<file path="config.mk">
export PLATFORM = sky130hd
export DESIGN_NAME = delay_pipeline
export DESIGN_NICKNAME = d
export VERILOG_FILES = /design/src/rtl/delay_pipeline.sv
export SDC_FILE = /design/constraint.sdc
export NUM_CORES = 1
export LEC_CHECK = 0
export BUFFER_PORTS_ARGS = -buffer_cell sky130_fd_sc_hd__buf_2
export CAP_MARGIN = 20
export CORE_AREA = 2 2 55 57
export DETAILED_ROUTE_END_ITERATION = 8
export DIE_AREA = 0 0 57 59
export GPL_TIMING_DRIVEN = 0
export MAX_ROUTING_LAYER = met4
export PLACE_DENSITY_LB_ADDON = 0.08
export SLEW_MARGIN = 25
export SYNTH_ARGS = -nofsm -noshare
export SYNTH_HDL_FRONTEND = slang
export SYNTH_SLANG_ARGS = --single-unit
</file>
<file path="constraint.sdc">
create_clock -name clk -period 3.9 [get_ports clk]
set_input_delay 0.78 -clock clk [delete_from_list [all_inputs] [get_ports clk]]
set_output_delay 0.78 -clock clk [all_outputs]
set_load 0.01 [all_outputs]
</file>
<file path="src/rtl/delay_pipeline.sv">
// rtl/delay_pipeline.sv - CYCLES-deep delay pipeline with per-stage valid, stall, flush and occupancy count
module delay_pipeline #(
  parameter int WIDTH = 8,
  parameter int CYCLES = 4,
  parameter logic [WIDTH-1:0] RESET_VALUE = '0,
  localparam int CW = (CYCLES < 1) ? 1 : $clog2(CYCLES + 1)
) (
  input  logic             clk,
  input  logic             rst,
  input  logic             en,
  input  logic             flush,
  input  logic [WIDTH-1:0] in,
  input  logic             valid_in,
  output logic [WIDTH-1:0] out,
  output logic             valid_out,
  output logic [CW-1:0]    count
);

  generate
    if (CYCLES == 0) begin : g_bypass
      // zero depth degenerates to wires; clocking and control inputs are irrelevant
      assign out       = in;
      assign valid_out = valid_in;
      assign count     = '0;
    end else begin : g_pipe
      logic [WIDTH-1:0]  data_q [CYCLES];
      logic [CYCLES-1:0] valid_q;
      logic [CYCLES-1:0] valid_d;
      logic [CW-1:0]     count_q;
      logic [CW-1:0]     count_d;

      // next valid vector and its popcount, so count updates in the same edge as the valid bits
      always_comb begin
        valid_d = valid_q;
        if (flush) begin
          valid_d = '0;
        end else if (en) begin
          valid_d[0] = valid_in;
          for (int i = 1; i < CYCLES; i++) begin
            valid_d[i] = valid_q[i-1];
          end
        end
        count_d = '0;
        for (int i = 0; i < CYCLES; i++) begin
          count_d = count_d + CW'(valid_d[i]);
        end
      end

      // data stages shift on en only; flush leaves data alone
      always_ff @(posedge clk) begin
        if (!rst) begin
          for (int i = 0; i < CYCLES; i++) begin
            data_q[i] <= RESET_VALUE;
          end
        end else if (en) begin
          data_q[0] <= in;
          for (int i = 1; i < CYCLES; i++) begin
            data_q[i] <= data_q[i-1];
          end
        end
      end

      // valid bits and occupancy register
      always_ff @(posedge clk) begin
        if (!rst) begin
          valid_q <= '0;
          count_q <= '0;
        end else begin
          valid_q <= valid_d;
          count_q <= count_d;
        end
      end

      assign out       = data_q[CYCLES-1];
      assign valid_out = valid_q[CYCLES-1];
      assign count     = count_q;
    end
  endgenerate

endmodule
</file>
==> results.json <==
{
  "status": "finished, final reports clean",
  "drive_above_1_share": 0.511,
  "antennaDiodeCount": 0,
  "via_per_inst": 5.09,
  "cts_buffers": 5,
  "start_kind": "primary input",
  "dieHeight_um": 59,
  "period_minus_slack_ns": 2.21,
  "required_ns": 4.15,
  "postCtsSetupRepairBufs": 0,
  "pre_cts_slack_ns": 1.31,
  "grt_pass1_vias": 842,
  "cp-end-kind": "flop",
  "grt.met3_usage": 0.0459,
  "post_dp_cell_area_um2": 1750,
  "area_growth_pct": 13.5,
  "drt.antenna.violating_nets": 0,
  "synth-main-ff-cell": "edfxtp_1",
  "hpwl_um": 1430,
  "grt_overflow_total": 0,
  "grt_pass1_wl_um": 3570,
  "clock-sinks": 39,
  "ys_types": 16,
  "timing.final.ws_setup_ns": 1.69,
  "stdcell_count": 170,
  "yosysTopAreaCell": "edfxtp_1",
  "pin_count": 25,
  "synth_edf_count": 32,
  "p_comb_frac": 0.071,
  "port_buffers": 23,
  "grt_busiest_layer": "met2",
  "hold_viol_final": 0,
  "clkTransAtPathRegs_ns": 0.11,
  "ctsLongestPathBuffers": 2,
  "fin_tns_setup_ns": 0,
  "max-cap-violations": 0,
  "die_area_um2": 3360,
  "yosysMostFrequentCell": "edfxtp_1",
  "timing_max_transition_violations_final": 0,
  "seqPwrFrac": 0.646,
  "gp_congestion": 0.681,
  "cp.arrival_ns": 2.45,
  "gr-usage-all-layers": 0.155,
  "postSynthCellCount": 108,
  "first_pass_iters": 4,
  "final_util": 0.667,
  "yosys_register_bits": 39,
  "die_w_um": 57,
  "insertion_delay_ns": 0.34,
  "dpl.cell_count": 162,
  "max-vdd-ir-drop_mv": 0.314,
  "grt_antenna_before_repair": 0,
  "fin_area_um2": 1810,
  "synthTopCellsByArea": "edfxtp_1 60%, and3_2 12%, dfxtp_1 8.8%",
  "fmax_mhz": 453,
  "fin_skew_ns": 0.0122,
  "worst_pin_slew_ns": 0.687,
  "ys_warn_count": 0,
  "vias": 866,
  "async_reset_ff_frac": 0,
  "postCtsHoldBufs": 0,
  "avgRoutedWirePerCell_um": 12.7,
  "syn_area_um2": 1590,
  "core_um2": 2710,
  "nets": 154,
  "synth_top_area_frac": 0.603,
  "drt_iter0_markers": 14,
  "rsz0062_at_grt": "no",
  "critPathMaxFanout": 10,
  "ys_seq_area_frac": 0.691,
  "drc": 0,
  "sw_frac_of_total": 0.208,
  "grt_use_met2": 0.251,
  "period_share": 0.566,
  "synth.net_count": 124,
  "worstSetupPathType": "primary input to flop",
  "finalWirelength_um": 2160,
  "rows": 19,
  "min_path_type": "flop to flop",
  "pwr-share-clk": 0.283,
  "start_util": 0.588,
  "htree_num_levels": 2,
  "met1_usage": 0.167,
  "setup_viol": 0,
  "cts_tree": "built",
  "cts_root_buf": "clkbuf_4",
  "slew_headroom": 0.542,
  "power.density_nw_per_um2": 411,
  "internal_power_mw": 0.588,
  "p_sw_mw": 0.154,
  "syn_avg_cell_area_um2": 14.7,
  "synth_commonest_cells": "32 x edfxtp_1, 25 x and3_2, 9 x buf_4, 7 x and3_1, 7 x dfxtp_1",
  "grt_max_degree": 33,
  "cts_resized": 0,
  "p_leak_nw": 0.881
}
-- sequential cells by signal, indices dropped and copies added, names as in the netlist --
name and count:
g_pipe.data_q 32, count 3, g_pipe.valid_q 4
-- stage by stage --
step / hold slack, ns / power, mW
floorplan: 0.488 / 0.523
global placement: 0.504 / 0.540
detailed placement: 0.526 / 0.543
CTS: 0.551 / 0.749
global route: 0.586 / 0.773
finish: 0.544 / 0.743
-- path summary, 6_finish.rpt --
check                                       start           endpoint  slack, ns  depth (start not counted)
worst min-delay path            g_pipe.valid_q[0]  g_pipe.valid_q[0]       0.54                          2
worst min register to register  g_pipe.valid_q[0]  g_pipe.valid_q[0]       0.54                          2
worst max register to register  g_pipe.valid_q[0]           count[1]       2.01                          7
worst max-delay path                           en           count[1]       1.69                          8
-- area by class of cell --
cell class,instances,area (um^2)
fill,205,902
inverter,2,7.51
sequential,39,1100
buffer,15,97.6
clock inverter,1,5.00
tap,31,38.8
multi-input combinational,52,388
timing repair buffer,23,115
clock buffer,7,55.1
-- worst max-delay path, stage by stage --
cell,delay (ns)
buf_4,0.15
mux2i_1,0.13
or2_1,0.23
fa_1,0.54
inv_1,0.04
ha_1,0.17
ha_1,0.26
and2_1,0.15
-- routing by layer --
metal  wire length, um  part of all wire  vias to the layer above
met3               109             0.051                        6
met4                51             0.024                        0
met2              1080              0.50                       28
li1                  -                 -                      440
met5                 0                 0                        -
met1               913              0.42                      392
-- power groups by stage --
stage | logic, mW | registers [mW] | clock network [mW]
CTS | 0.0534 | 0.480 | 0.216
global route | 0.0590 | 0.482 | 0.232
global placement | 0.0513 | 0.488 | 0
floorplan | 0.0352 | 0.488 | 0
detailed placement | 0.0532 | 0.490 | 0
finish | 0.0524 | 0.480 | 0.210
-- logic make-up after synthesis --
kind of cell | after synthesis | share of synthesized area
fa+ha+maj | 3 | 0.0283
buf+inv | 17 | 0.0660
flops | 39 | 0.691
mux | 4 | 0.0251
simple gates | 45 | 0.189
-- cells in the final DEF (no fill, tap or decap), drive strengths merged --
cell type  count
fa             1
and2           3
dfxtp          7
nor2           5
or2            3
inv            2
buf           35
nand2b         1
ha             2
or2b           1
mux2i          4
and3          32
edfxtp        32
clkinv         1
clkbuf        10
Note: power is estimated with default switching activity, not from simulation.
